**src/rtl/hdmi_period_scheduler.sv**
```systemverilog
// hdmi_period_scheduler
//
// Pixel-clock period scheduler for an HDMI/DVI transmitter. It owns the
// raster counters and, every pixel clock, selects which period the three
// TMDS encoders emit: control, video preamble, video guard band, video,
// data-island preamble, data-island guard band or data-island packet.
// Request strobes lead their period by one clock so that the pixel source
// and the packet assembler can register their data in alignment.
//
// Configuration macro: HDMI_DATA_ISLAND_EN
//   defined   - full HDMI behaviour (video preamble/guard, data islands)
//   undefined - DVI behaviour (control and video periods only)
//
// Ports:
//   clk_pixel    in   pixel clock
//   rst_n        in   asynchronous active-low reset
//   packet_valid in   assembler holds NUM_PACKETS packets for this line
//   mode         out  0 control, 1 video, 2 video guard, 3 island, 4 island guard
//   ctl0         out  {vsync, hsync} for channel 0
//   ctl1         out  {CTL1, CTL0} for channel 1
//   ctl2         out  {CTL3, CTL2} for channel 2
//   cx           out  horizontal counter, 0 = first active pixel
//   cy           out  vertical counter, 0 = first active line
//   video_req    out  next cycle is a video cycle
//   island_req   out  next cycle is a data-island packet cycle
//   island_pos   out  cycle index 0..31 within the packet of the next cycle
//   packet_idx   out  packet index of the next cycle
//   packet_start out  island_req with island_pos == 0

module hdmi_period_scheduler #(
    parameter int H_ACTIVE      = 640,
    parameter int H_FRONT       = 16,
    parameter int H_SYNC        = 96,
    parameter int H_BACK        = 48,
    parameter int V_ACTIVE      = 480,
    parameter int V_FRONT       = 10,
    parameter int V_SYNC        = 2,
    parameter int V_BACK        = 33,
    parameter bit SYNC_POL      = 1'b0,
    parameter int ISLAND_OFFSET = 4,
    parameter int NUM_PACKETS   = 2
) (
    input  logic        clk_pixel,
    input  logic        rst_n,
    input  logic        packet_valid,
    output logic [2:0]  mode,
    output logic [1:0]  ctl0,
    output logic [1:0]  ctl1,
    output logic [1:0]  ctl2,
    output logic [11:0] cx,
    output logic [10:0] cy,
    output logic        video_req,
    output logic        island_req,
    output logic [4:0]  island_pos,
    output logic [4:0]  packet_idx,
    output logic        packet_start
);

    localparam int H_TOTAL = H_ACTIVE + H_FRONT + H_SYNC + H_BACK;
    localparam int V_TOTAL = V_ACTIVE + V_FRONT + V_SYNC + V_BACK;

    localparam logic [11:0] H_LAST        = 12'(H_TOTAL - 1);
    localparam logic [11:0] H_ACT         = 12'(H_ACTIVE);
    localparam logic [11:0] HS_START      = 12'(H_ACTIVE + H_FRONT);
    localparam logic [11:0] HS_END        = 12'(H_ACTIVE + H_FRONT + H_SYNC);
    localparam logic [10:0] V_LAST        = 11'(V_TOTAL - 1);
    localparam logic [10:0] V_ACT         = 11'(V_ACTIVE);
    localparam logic [10:0] VS_START      = 11'(V_ACTIVE + V_FRONT);
    localparam logic [10:0] VS_END        = 11'(V_ACTIVE + V_FRONT + V_SYNC);

    localparam logic [2:0] MODE_CTRL   = 3'd0;
    localparam logic [2:0] MODE_VIDEO  = 3'd1;
    localparam logic [2:0] MODE_VGUARD = 3'd2;
    localparam logic [2:0] MODE_ISLAND = 3'd3;
    localparam logic [2:0] MODE_IGUARD = 3'd4;

    // Reject raster geometries the scheduler cannot honour.
`ifdef HDMI_DATA_ISLAND_EN
    if ((H_ACTIVE + ISLAND_OFFSET + 12 + 32 * NUM_PACKETS + 12 > H_TOTAL - 10) ||
        (ISLAND_OFFSET < 1) || (NUM_PACKETS < 1) || (NUM_PACKETS > 18)) begin : g_cfg_error
        $error("hdmi_period_scheduler: data island does not fit in horizontal blanking");
    end
`else
    if (H_TOTAL <= H_ACTIVE) begin : g_cfg_error
        $error("hdmi_period_scheduler: H_TOTAL must exceed H_ACTIVE");
    end
`endif

    function automatic logic [11:0] next_x(input logic [11:0] x);
        return (x == H_LAST) ? 12'd0 : x + 12'd1;
    endfunction

    function automatic logic [10:0] next_y(input logic [11:0] x, input logic [10:0] y);
        if (x != H_LAST)
            return y;
        return (y == V_LAST) ? 11'd0 : y + 11'd1;
    endfunction

    function automatic logic next_line_active(input logic [10:0] y);
        return (y == V_LAST) || ((y + 11'd1) < V_ACT);
    endfunction

    // Outputs are registered, so everything is computed for the coming
    // cycle (nx_*); the request strobes look one cycle further (nn_*).
    logic [11:0] nx_cx;
    logic [11:0] nn_cx;
    logic [10:0] nx_cy;
    logic [10:0] nn_cy;

    always_comb begin
        nx_cx = next_x(cx);
        nx_cy = next_y(cx, cy);
        nn_cx = next_x(nx_cx);
        nn_cy = next_y(nx_cx, nx_cy);
    end

    logic       hs_on;
    logic       vs_on;
    logic [1:0] ctl0_d;
    logic       video_req_d;

    assign hs_on       = (nx_cx >= HS_START) && (nx_cx < HS_END);
    assign vs_on       = (nx_cy >= VS_START) && (nx_cy < VS_END);
    assign ctl0_d      = {(vs_on ? SYNC_POL : ~SYNC_POL), (hs_on ? SYNC_POL : ~SYNC_POL)};
    assign video_req_d = (nn_cx < H_ACT) && (nn_cy < V_ACT);

    logic       island_req_d;
    logic [4:0] island_pos_d;
    logic [4:0] packet_idx_d;
    logic       packet_start_d;

`ifdef HDMI_DATA_ISLAND_EN
    localparam logic [11:0] SAMPLE_X      = 12'(H_ACTIVE + ISLAND_OFFSET - 1);
    localparam logic [11:0] PRE_V_START   = 12'(H_TOTAL - 10);
    localparam logic [11:0] GUARD_V_START = 12'(H_TOTAL - 2);
    localparam logic [9:0]  DATA_LAST     = 10'(32 * NUM_PACKETS - 1);

    typedef enum logic [2:0] {
        ISL_IDLE,
        ISL_PRE,
        ISL_GUARD_L,
        ISL_DATA,
        ISL_GUARD_T
    } island_state_t;

    // isl_state/isl_cnt describe the cycle currently shown on the outputs.
    island_state_t isl_state;
    island_state_t isl_state_nx;
    logic [9:0]    isl_cnt;
    logic [9:0]    isl_cnt_nx;
    logic [9:0]    data_pos_nn;

    always_ff @(posedge clk_pixel or negedge rst_n) begin
        if (!rst_n) begin
            isl_state <= ISL_IDLE;
            isl_cnt   <= '0;
        end else begin
            isl_state <= isl_state_nx;
            isl_cnt   <= isl_cnt_nx;
        end
    end

    // packet_valid only matters on the single sample cycle; once an island
    // is committed it always runs to completion.
    always_comb begin
        isl_state_nx = isl_state;
        isl_cnt_nx   = isl_cnt + 10'd1;
        case (isl_state)
            ISL_IDLE: begin
                isl_cnt_nx = '0;
                if ((cx == SAMPLE_X) && packet_valid)
                    isl_state_nx = ISL_PRE;
            end
            ISL_PRE: begin
                if (isl_cnt == 10'd7) begin
                    isl_state_nx = ISL_GUARD_L;
                    isl_cnt_nx   = '0;
                end
            end
            ISL_GUARD_L: begin
                if (isl_cnt == 10'd1) begin
                    isl_state_nx = ISL_DATA;
                    isl_cnt_nx   = '0;
                end
            end
            ISL_DATA: begin
                if (isl_cnt == DATA_LAST) begin
                    isl_state_nx = ISL_GUARD_T;
                    isl_cnt_nx   = '0;
                end
            end
            ISL_GUARD_T: begin
                if (isl_cnt == 10'd1) begin
                    isl_state_nx = ISL_IDLE;
                    isl_cnt_nx   = '0;
                end
            end
            default: begin
                isl_state_nx = ISL_IDLE;
                isl_cnt_nx   = '0;
            end
        endcase
    end

    // The strobes describe the cycle after the coming one: the last
    // leading-guard cycle announces data position 0, and each data cycle
    // except the last announces its successor.
    always_comb begin
        data_pos_nn    = (isl_state_nx == ISL_GUARD_L) ? 10'd0 : isl_cnt_nx + 10'd1;
        island_req_d   = ((isl_state_nx == ISL_GUARD_L) && (isl_cnt_nx == 10'd1)) ||
                         ((isl_state_nx == ISL_DATA) && (isl_cnt_nx != DATA_LAST));
        island_pos_d   = island_req_d ? data_pos_nn[4:0] : 5'd0;
        packet_idx_d   = island_req_d ? data_pos_nn[9:5] : 5'd0;
        packet_start_d = island_req_d && (data_pos_nn[4:0] == 5'd0);
    end
`else
    logic dvi_unused;

    assign dvi_unused     = packet_valid;
    assign island_req_d   = 1'b0;
    assign island_pos_d   = 5'd0;
    assign packet_idx_d   = 5'd0;
    assign packet_start_d = 1'b0;
`endif

    logic [2:0] mode_d;
    logic [1:0] ctl1_d;
    logic [1:0] ctl2_d;

    // Islands live entirely inside horizontal blanking and end before the
    // video preamble window, so the priority order never hides a period.
    always_comb begin
        mode_d = MODE_CTRL;
        ctl1_d = 2'b00;
        ctl2_d = 2'b00;
        if ((nx_cx < H_ACT) && (nx_cy < V_ACT)) begin
            mode_d = MODE_VIDEO;
        end
`ifdef HDMI_DATA_ISLAND_EN
        else if (isl_state_nx == ISL_PRE) begin
            ctl1_d = 2'b01;
            ctl2_d = 2'b01;
        end else if ((isl_state_nx == ISL_GUARD_L) || (isl_state_nx == ISL_GUARD_T)) begin
            mode_d = MODE_IGUARD;
        end else if (isl_state_nx == ISL_DATA) begin
            mode_d = MODE_ISLAND;
        end else if (next_line_active(nx_cy) && (nx_cx >= GUARD_V_START)) begin
            mode_d = MODE_VGUARD;
        end else if (next_line_active(nx_cy) && (nx_cx >= PRE_V_START)) begin
            ctl1_d = 2'b01;
        end
`endif
    end

    // video_req resets high because the cycle after reset (cx=1, cy=0) is
    // already active video with no preamble.
    always_ff @(posedge clk_pixel or negedge rst_n) begin
        if (!rst_n) begin
            cx           <= '0;
            cy           <= '0;
            mode         <= MODE_CTRL;
            ctl0         <= {~SYNC_POL, ~SYNC_POL};
            ctl1         <= 2'b00;
            ctl2         <= 2'b00;
            video_req    <= 1'b1;
            island_req   <= 1'b0;
            island_pos   <= 5'd0;
            packet_idx   <= 5'd0;
            packet_start <= 1'b0;
        end else begin
            cx           <= nx_cx;
            cy           <= nx_cy;
            mode         <= mode_d;
            ctl0         <= ctl0_d;
            ctl1         <= ctl1_d;
            ctl2         <= ctl2_d;
            video_req    <= video_req_d;
            island_req   <= island_req_d;
            island_pos   <= island_pos_d;
            packet_idx   <= packet_idx_d;
            packet_start <= packet_start_d;
        end
    end

endmodule

```
**config.mk**
```make
export PLATFORM = sky130hd
export DESIGN_NAME = hdmi_period_scheduler
export DESIGN_NICKNAME = d
export VERILOG_FILES = /design/src/rtl/hdmi_period_scheduler.sv
export SDC_FILE = /design/constraint.sdc
export NUM_CORES = 1
export LEC_CHECK = 0
export BUFFER_PORTS_ARGS = -buffer_cell sky130_fd_sc_hd__buf_2
export CORE_UTILIZATION = 45
export DETAILED_ROUTE_END_ITERATION = 8
export PLACE_DENSITY = 0.69
export SLEW_MARGIN = 25
export SYNTH_ARGS = -nofsm -noshare
export SYNTH_HDL_FRONTEND = slang
export SYNTH_SLANG_ARGS = --single-unit
```
**constraint.sdc**
```tcl
create_clock -name clk_pixel -period 3.6 [get_ports clk_pixel]
set_input_delay 0.36 -clock clk_pixel [delete_from_list [all_inputs] [get_ports clk_pixel]]
set_output_delay 0.36 -clock clk_pixel [all_outputs]
set_load 0.02 [all_outputs]
```
Word level (Yosys, flattened, before mapping)
Cells that the tools add are included.
{"block": "totals", "wordCells": 40, "reg_bits": 29, "output_inout_bits": 45}
{"block": "classes", "eq_ne": 6, "mux": 13, "order_cmp": 8, "reduce_logical": 4, "n_addsub": 4}
{"cell": "two-way mux 11 bit", "count": 6}
{"cell": "< comparator 12 x 10 -> 1 bit (second input constant)", "count": 3}
{"cell": "< comparator 11 x 9 -> 1 bit (second input constant)", "count": 3}
{"cell": "adder 12 x 1 -> 12 bit (second input constant)", "count": 2}
{"cell": "equality test 12 x 10 -> 1 bit (second input constant)", "count": 2}
{"cell": "two-way mux 12 bit", "count": 2}
{"cell": "inequality test 12 x 10 -> 1 bit (second input constant)", "count": 2}
{"cell": "adder 11 x 1 -> 11 bit (second input constant)", "count": 2}
{"cell": "equality test 11 x 10 -> 1 bit (second input constant)", "count": 2}
{"cell": "greater-or-equal comparator 12 x 10 -> 1 bit (second input constant)", "count": 1}
{"cell": "greater-or-equal comparator 11 x 9 -> 1 bit (second input constant)", "count": 1}
{"cell": "two-way mux 1 bit", "count": 5}
{"cell": "logical AND 1 bit", "count": 4}

Depth between registers and ports, before layout
Gate-level depths: netlist (run 1).
{"block": "depth", "ltp_word": 8, "mapped_depth": 11, "ltp_nobuf": 10}

Least setup slack after synthesis (run 1)
No wires, ideal clock.
{"block": "synth_timing", "path_type": "register -> register", "from": "reg cx[0]", "to": "reg video_req", "setup_ns": 0.060, "synth_period_minus_slack_ns": 2.549, "slack_ns": 1.051, "t_arrival_ns": 2.489, "stages_incl_launch_ff": 11, "path_cell_list": "dfrtp_1 ha_1 and4_4 buf_6 and3_4 or4b_4 nand3_4 nand3_4 nor3b_2 mux2i_1 o22a_1"}
{"block": "synth_between", "elab_chain_len": 8}
{"item": "start, declared", "line_no": "50", "text": "output logic [11:0] cx,"}
{"item": "start signal, assigned", "line_no": "271", "text": "cx <= nx_cx;"}
{"item": "branches (longest 7 deep; another with adder 12 x 1 -> 12 bit)"}
{"item": "logical AND 1 bit *", "line_no": "125", "text": "assign video_req_d = (nn_cx < H_ACT) && (nn_cy < V_ACT);"}
{"item": "net video_req_d", "line_no": "120", "text": "logic video_req_d;"}
{"item": "end signal, assigned", "line_no": "277", "text": "video_req <= video_req_d;"}
{"item": "end, declared", "line_no": "52", "text": "output logic video_req,"}
Mark *: on every way through the listed nets, which the timed path passes. The select of a mux whose other input is x is not followed.

Worst setup path in the final report (run 1)
Ends and elaborated chain as after synthesis.

==> metrics, run 1 <==
status finished clean; Die Width between 60 and 70 um; crit end category register; critical-path maximum fanout 13; CTS tree yes; Finish-stage setup viols 0; critical path startpoint cx[0]; Worst-Margin Slew approximately 0.63 ns; main area contributors after synthesis dfrtp_1 (30%), buf_4 (7.8%), nand3_1 (4.2%), dfstp_2 (3.9%), xnor2_1 (3.9%); placed insts 289; HP Class primary input to asynchronous set/reset pin; Die Footprint roughly 0.0048 mm^2; setup TNS 0 ns; most frequent CP cell nand3_4; Final Net Count 251; Cells after Synth between 200 and 250; fin crit share 0.712; Worst-path clk slew roughly 0.11 ns; Iter 0 DRT Violations approximately 140; Post-Syn Area roughly 0.002 mm^2; crit path time final roughly 2.6 ns; worst path cell trace ha_1 > and4_4 > and3_4 > or4b_4 > nand3_4 > nand3_4 > nor3b_2 > mux2i_1 > o22a_1; Die Ht 69.0 um; Root Driver clkbuf_8; number of global-route vias before repair between 1k and 1.5k; H-tree level count 1; initial core utilization 0.487; largest stage delay on the critical path around 0.54 ns; DR pass1 iterations 5; post-DR wirelength/cell between 10 and 15 um; total power 511 uW; final non-filler cell total 293; routability cong. approximately 0.87; Synth Flop Type dfrtp_1; # diodes 0; Detail Route Antenna Nets 0; fmax ~390 MHz; number of synthesis warnings 0; IO Count 48; peak supply drop 0.000124 V; DP HPWL around 3100 um; CTS Sinks 27; max cap viols 0; worst setup margin 1.04 ns; post-CTS setup buffers 0; Setup WS pre-CTS between 1 and 1.5 ns; GRT overflow 0; P per Cell Area about 240 mW/mm^2; CP Launch Type register; Post-Place Cell Area just over 0.002 mm^2; CTS Buf Count 3; number of flops mapped to enable cells by yosys 0; share of flip-flops with an asynchronous set or reset 1.00; initial antenna violation count 0; sequential-to-total area share from yosys stat 0.336; post-synth cell types 55; pins over their slew limit 0; Hold Fails Final Rpt 0; overall routing resource usage 0.201; row count 23; fin area between 0.002 and 0.0025 mm^2; via count 1615; CTS Hold Buffers Added 0; Core ar. roughly 0.0041 mm^2; pin count of the biggest net entering global routing 28; post-cts gate resize count 0; crit path DAT between 2 and 3 ns; required time of the critical path 3.84 ns; DR vias/cell between 5 and 6; DRC 0; first-pass GRT wire length around 7000 um; most numerous cell in the Yosys netlist dfrtp_1; Setup CP Type register to register; Fin Clk Skew ~0.014 ns; drt total wl around 4200 um; static leakage 0.939 nW; RR Startpoint cx[0]; largest area contributor in the netlist dfrtp_1; share of layout cells above drive strength 1 0.210; synthesis-to-finish area growth 5.39%; maximum clock path buffer count 2; Slowest cell on crit path or4b_4; Fill cells about 400; # port buffers 28; max_slew headroom 0.581; average size of a mapped cell approximately 9.2 um^2; commonest cells in the synthesized netlist dfrtp_1 (24), buf_4 (21), nand3_1 (17); top-area cell type share of the netlist area 0.297; Skew-Pair Late Insertion Delay slightly below 0.3 ns; setup repair after global routing missed its margin false; final hold slack between 0.07 and 0.08 ns; #FFs+latches synth 27; fin util 0.514
-- state kept, by name (all words and copies together), names as in the netlist --
name,flops
ctl0,2
cx,12
cy,11
mode,1
video_req,1
-- final cells by class --
type                            instances  area, um^2  area share
Sequential cell                        27         679       0.319
Clock buffer                            3        41.3      0.0194
Clock inverter                          1        7.51     0.00353
Timing Repair Buffer                   28         140      0.0658
Inverter                                9        33.8      0.0159
Multi-Input combinational cell        175        1160       0.547
Tap cell                               50        62.6      0.0294
-- critical path: cells and delay by family (launching register included) --
| family | cells | cell delay, ns |
|---|---|---|
| fa+ha+maj | 1 | 0.31 |
| compound gates | 1 | 0.15 |
| simple gates | 6 | 1.40 |
| mux | 1 | 0.20 |
| flops | 1 | 0.46 |
-- power breakdown --
part / switching (mW) / leakage (nW) / internal (mW)
Sequential: 0 / 0.347 / 0.303
Clock: 0.106 / 0.0217 / 0.0790
Combinational: 0.0225 / 0.570 / 0.000389
-- final timing paths --
| kind | depth (start not counted) | slack, ns | endpoint |
|---|---|---|---|
| max | 9 | 1.04 | video_req |
| min | 1 | 0.08 | cy[1] |
| max reg2reg | 9 | 1.04 | video_req |
| min reg2reg | 1 | 0.58 | cy[8] |
| max in group asynchronous | 1 | 3.11 | cy[2] |
| min in group clk_pixel | 1 | 0.58 | cy[8] |
-- per-layer routing --
metal | wire length, um | part of all wire | GRT usage
met1 | 2050 | 0.49 | 0.299
met2 | 1860 | 0.44 | 0.290
met3 | 220 | 0.053 | 0.0247
met4 | 63 | 0.015 | 0.0765
met5 | 0 | 0 | 0
-- cell families (layout without fill, tap and decap cells) --
kind of cell	Yosys count	count (layout)	synth area share
compound gates	35	35	0.124
xor+xnor	18	18	0.0874
fa+ha+maj	4	4	0.0248
buf+inv	35	41	0.119
flops	27	27	0.336
mux	2	2	0.00991
other cells	1	18	0.00186
simple gates	98	98	0.297
-- cells in the final DEF, fill, tap and decap left out, types with 2 or more instances in the layout --
master,count
a21oi_1,4
clkbuf_8,3
o21ai_1,4
o21a_1,2
nor2b_1,2
nor3_1,11
nand2b_1,3
mux2i_1,2
nand3_1,17
nor2_1,14
dfstp_2,3
o22a_1,2
nand2_1,12
nor4_1,3
xor2_1,8
inv_1,9
and2_1,2
or3_1,2
conb_1,18
nand4_1,7
nor4b_1,3
a31o_2,2
xnor2_1,9
o211ai_1,2
buf_2,28
ha_1,4
o21ai_0,8
nor3b_1,2
a31oi_1,3
nand3_4,2
and3_1,4
dfrtp_1,24
nand2_2,2
Power figures use the tool's default switching activity.
==> inputs of run 2 (changes only) <==
ABC_AREA = 1   (was default)
PLACE_DENSITY = 0.7   (was 0.69)
clock period = 2.3 ns   (was 3.6 ns; I/O delays follow)
==> run 2 against run 1 <==
Effect of this change: synthesized area rose by 20%; clock-buffer cell count increased by 1; global-route usage grew 2.7 points; clock skew is 0.011 ns lower; final area rose by 36%; first-iteration DRC count grew 63%; via count is 58% higher; setup slack got worse by 0.88 ns; largest power group unchanged.
==> metrics, run 2 <==
peak supply drop 0.000278 V; via count between 2k and 3k; DRC 0; RR Startpoint cx[0]; Detail Route Antenna Nets 0; total power ~790 uW; fin crit share 0.932; crit end category register; max cap viols 0; pin count of the biggest net entering global routing 28; Die Ht around 75 um; number of synthesis warnings 0; most frequent cells in the layout nand2_1 (124), inv_1 (60), nor2_1 (50), nand3_1 (46), buf_2 (28); #FFs+latches synth 27; number of flops mapped to enable cells by yosys 0; number of global-route vias before repair 2110; row count 26; share of layout cells above drive strength 1 0.221; pins over their slew limit 0; DR vias/cell roughly 5; crit path buf inv count 0; most frequent CP cell nor2_1; routability cong. 0.929; max_slew headroom 0.584; top-area cell type share of the netlist area 0.248; Crit path depth 14; commonest cells in the synthesized netlist nand2_1 (128), inv_1 (61), nor2_1 (56); Largest delay share family, worst path simple AND/OR/NAND/NOR gates; final hold slack 0.502 ns; Slowest cell on crit path dfrtp_1; sequential-to-total area share from yosys stat 0.280; Die Width approximately 75 um; maximum clock path buffer count 2; Iter 0 DRT Violations between 200 and 250; drt total wl 6310 um; Core ar. 0.00514 mm^2; Die Footprint around 0.0057 mm^2; average size of a mapped cell just over 6 um^2; HP Class primary input to asynchronous set/reset pin; setup repair after global routing missed its margin true; share of flip-flops with an asynchronous set or reset 1.00; r2r setup slk around 0.16 ns; first-pass GRT wire length 9910 um; Post-Syn Area ~0.0024 mm^2; initial core utilization 0.472; static leakage around 1.6 nW; largest stage delay on the critical path roughly 0.36 ns; critical path startpoint cx[0]; critical-path maximum fanout 6; most numerous cell in the Yosys netlist nand2_1; post-synth cell types 26; crit path DAT between 2 and 2.5 ns; CTS Sinks 27; R2R depth 14; GRT overflow 0; Worst-path clk slew 0.09 ns; status finished clean; Final Net Count 460; required time of the critical path about 2.5 ns; Reg with most FFs cx; DP HPWL 4820 um; largest area contributor in the netlist dfrtp_1; overall routing resource usage 0.228; IO Count 48; P per Cell Area around 270 mW/mm^2; post-DR wirelength/cell between 10 and 15 um; Cells after Synth 400; Root Driver clkbuf_8; initial antenna violation count 0; setup TNS 0 ns; Setup crit end video_req; largest registers cx: 12 flops, cy: 11 flops, ctl0: 2 flops; # diodes 0; CTS tree yes; crit path time final between 2 and 2.5 ns; Finish-stage setup viols 0; main area contributors after synthesis dfrtp_1 (25%), nand2_1 (20%), nand3_1 (9.5%), inv_1 (9.4%), nor2_1 (8.7%); Synth Flop Type dfrtp_1; worst path cell trace ha_2 > nand2_4 > nor2_4 > nand2_1 > o21ai_4 > nand2_2 > nor2_1 > nand2_1 > nor2_1 > nor2_1 > nor2_1 > nand3_1 > nand2_1 > nor2_1; fmax roughly 470 MHz; # port buffers 28; Skew-Pair Late Insertion Delay ~0.27 ns; Worst-Margin Slew just over 0.6 ns; Setup CP Type register to register; DR pass1 iterations 5; H-tree level count 1; synthesis-to-finish area growth 19.1%; most common cell after layout, fill and taps aside nand2_1; max reg flops 12; CTS Buf Count 3; Fin Clk Skew 0.00327 ns; Hold Fails Final Rpt 0; CP Launch Type register; Critical R2R Capture video_req
run 2: cell types whose count changed after synthesis, moves of 7 or more:
cell / previous run / this run
inv_1: 9 / 61
nor2_1: 14 / 56
nand3_1: 17 / 46
nand2_1: 12 / 128
xnor2_1: 9 / 0
nand4_1: 7 / 14
nor3_1: 11 / 4
nor2_2: 0 / 7
run 2: through the flow:
step / instance area (um^2) / std cells / util / worst slack (ns)
floorplan: 2490 / 417 / - / 0.120
global placement: 2710 / 514 / 0.527 / 0.0495
detailed placement: 2710 / 514 / 0.527 / -0.0142
CTS: 2770 / 519 / 0.538 / 0.0264
global route: 2890 / 522 / 0.562 / -0.0141
finish: 2890 / 522 / 0.562 / 0.156
run 2: timing repair:
| item | CTS | global route |
|---|---|---|
| resized for setup | 1 | 32 |
| gates cloned | 0 | 0 |
| hold endpoints to repair | 24 | 0 |
| setup endpoints to repair | 1 | 3 |
| pin swaps | 0 | 9 |
| hold buffers | 1 | 0 |
| setup buffers | 0 | 3 |
run 2: cell families after synthesis:
family,Yosys count,synth area share
and+or+nand+nor,272,0.501
xor gates and xnor gates,3,0.0108
DFF,27,0.280
adders and majority gates,4,0.0206
AOI/OAI and AO/OA,9,0.0217
other,1,0.00155
buffers and inverters,84,0.165
run 2: layer usage:
| layer | vias to the layer above | global-route usage | wire length [um] |
|---|---|---|---|
| met5 | - | 0 | 0 |
| met4 | 0 | 0.0473 | 36 |
| met3 | 6 | 0.0238 | 379 |
| met2 | 104 | 0.347 | 2900 |
| met1 | 1126 | 0.347 | 2990 |
| li1 | 1310 | - | - |
run 2: report_power, final:
group / total (mW) / internal, mW / switching (mW)
Sequential: 0.475 / 0.475 / 0
Combinational: 0.0368 / 0.00170 / 0.0351
Clock: 0.274 / 0.124 / 0.150
Total: 0.785 / 0.600 / 0.185
run 2: area by class of cell:
cell class	count	area, um^2
sequential	27	683
multi-input combinational	306	1510
inverter	62	233
timing repair buffer	53	334
tap	70	87.6
clock buffer	4	45.0
fill	538	2250
run 2: worst min-delay path by stage:
stage / from / to / slack (ns) / cells after the start
5_1_grt: rst_n / cy[5] / 0.57 / 2
6_report: rst_n / cy[5] / 0.50 / 2
2_1_floorplan: rst_n / cx[0] / -0.07 / 0
4_1_cts: rst_n / cy[5] / 0.52 / 2
3_5_place_dp: rst_n / cy[5] / 0.29 / 1
3_3_place_gp: rst_n / cy[5] / 0.28 / 1
==> inputs of run 3 (changes only) <==
GPL_TIMING_DRIVEN = 0   (was default)
RECOVER_POWER = 100   (was default)
==> run 3 against run 2 <==
Effect of this change: the run now ends with max-capacitance violations, max-slew violations left; clock skew barely moved; die area did not move; sequential cell count did not move; clock-buffer cell count did not move; critical path type unchanged; critical endpoint unchanged.
==> metrics, run 3 (synthesis gave the netlist of run 2 again) <==
Crit path depth 15; critical-path maximum fanout 6; CTS Sinks 27; Reg with most FFs cx; Fin Clk Skew between 0.003 and 0.004 ns; R2R depth 15; max cap viols 1; Iter 0 DRT Violations roughly 250; DR vias/cell 4.82; Hold Fails Final Rpt 0; Core ar. roughly 0.0051 mm^2; Die Ht approximately 75 um; Setup CP Type register to register; maximum clock path buffer count 2; pins over their slew limit 28; Final Net Count 470; synthesis-to-finish area growth 26.1%; drt total wl 6380 um; GRT overflow 0; DR pass1 iterations 4; # diodes 0; largest registers cx: 12 flops, cy: 11 flops, ctl0: 2 flops; static leakage around 1.6 nW; peak supply drop 0.000245 V; row count 26; most common cell after layout, fill and taps aside nand2_1; Fill cells roughly 530; pin count of the biggest net entering global routing 28; Finish-stage setup viols 0; worst path cell trace ha_4 > nand2_4 > nor2_4 > buf_4 > nand2_1 > nand3_1 > nor2_4 > nand3_1 > nor2_2 > nand3_1 > nand2_1 > nand2_2 > nand3_2 > nand2_2 > nor2_2; initial core utilization 0.472; CP Launch Type register; fmax between 400 and 500 MHz; post-DR wirelength/cell between 10 and 15 um; largest stage delay on the critical path 0.45 ns; worst setup margin about 0.11 ns; hold path depth 2; IO Count between 40 and 50; # port buffers 28; multi-input logic area around 0.0016 mm^2; DRC 0; violations in the final reports max-capacitance violations, max-slew violations; number of global-route vias before repair about 2k; via count roughly 2.6k; Slowest cell on crit path dfrtp_2; Root Driver clkbuf_8; Die Width 75.4 um; first-pass GRT wire length between 9000 and 10000 um; sequential cell area approximately 690 um^2; Largest delay share family, worst path simple AND/OR/NAND/NOR gates; Skew-Pair Late Insertion Delay around 0.28 ns; fin crit share 0.950; CTS tree yes; crit path buf inv count 1; Detail Route Antenna Nets 0; max reg flops 12; CTS Buf Count 3; total power between 800 and 900 uW; most frequent CP cell nand3_1; routability cong. 0.898; HP Class register to register; share of layout cells above drive strength 1 0.253; crit path time final between 2 and 2.5 ns; H-tree level count 1; status finished, violations left; Worst-path clk slew ~0.1 ns; P per Cell Area 268 mW/mm^2; most frequent cells in the layout nand2_1 (118), inv_1 (57), nand3_1 (41), nor2_1 (40), buf_4 (29); initial antenna violation count 0; Setup WS pre-CTS -0.159 ns; Worst-Margin Slew between 1.5 and 2 ns; crit path DAT between 2 and 2.5 ns; max_slew headroom -0.0160; crit end category register; DP HPWL about 4700 um; overall routing resource usage 0.221; Die Footprint around 0.0057 mm^2; required time of the critical path around 2.5 ns
[run 3: cell types whose count changed in the layout (fill, tap and decap cells not counted), moves of 4 or more]
cell / change
buf_4: +6
dfrtp_1: -4
nand3_2: +4
nor2_2: +6
nor2_1: -10
nand2_1: -6
buf_2: -17
dfrtp_2: +4
nand2_2: +5
clkbuf_1: +19
nor2_4: +4
nand3_1: -5
[run 3: report_power, final]
part           leakage [nW]  switching, mW  internal, mW
Clock                0.0228          0.161         0.125
Sequential            0.338              0         0.475
Combinational          1.21         0.0389        0.0218
Total                  1.58          0.200         0.621
[run 3: routing by layer]
metal  up-vias  global-route usage  part of all wire
met3         4              0.0159             0.047
met1      1149               0.336              0.49
met5         -                   0                 0
met2        80               0.337              0.45
met4         0              0.0556            0.0088
li1       1331                   -                 -
[run 3: worst min-delay path, cell delays in order, from the launching register on]
cell	delay (ns)
dfrtp_2	0.40
buf_6	0.13
nor2_1	0.05
[run 3: cell type report]
type | instances | share of cell area
inverter | 62 | 0.0761
tap | 70 | 0.0287
timing repair buffer | 42 | 0.0737
clock buffer | 4 | 0.0147
buffer | 21 | 0.0532
multi-input combinational | 306 | 0.528
sequential | 27 | 0.225
[run 3: final timing paths]
kind / startpoint / to / slack (ns)
min: cx[0] / cx[0] / 0.61
min in group asynchronous: rst_n / cy[5] / 0.85
max: cx[1] / video_req / 0.11
max in group asynchronous: rst_n / cx[9] / 0.46
min reg2reg: cx[0] / cx[0] / 0.61
max reg2reg: cx[1] / video_req / 0.11
[run 3: per-stage QoR]
step           TNS [ns]  hold WS (ns)  cells  area (um^2)   util
6_report              0         0.608    532         3060  0.595
5_1_grt        -0.00489         0.637    532         3060  0.595
4_1_cts               0         0.518    522         2820  0.549
3_5_place_dp     -0.159         0.290    515         2720  0.528
3_3_place_gp     -0.143         0.285    515         2720  0.528
2_1_floorplan         0       -0.0656    417         2490      -
[run 3: what timing repair did]
action / 4_1_cts / 5_1_grt
cloned: 0 / 1
pin swaps: 4 / 18
endpoints found under the setup margin: 1 / 3
setup buffers: 3 / 9
hold buffers: 1 / 0
endpoints found under the hold margin: 24 / 0
resized for setup: 11 / 57
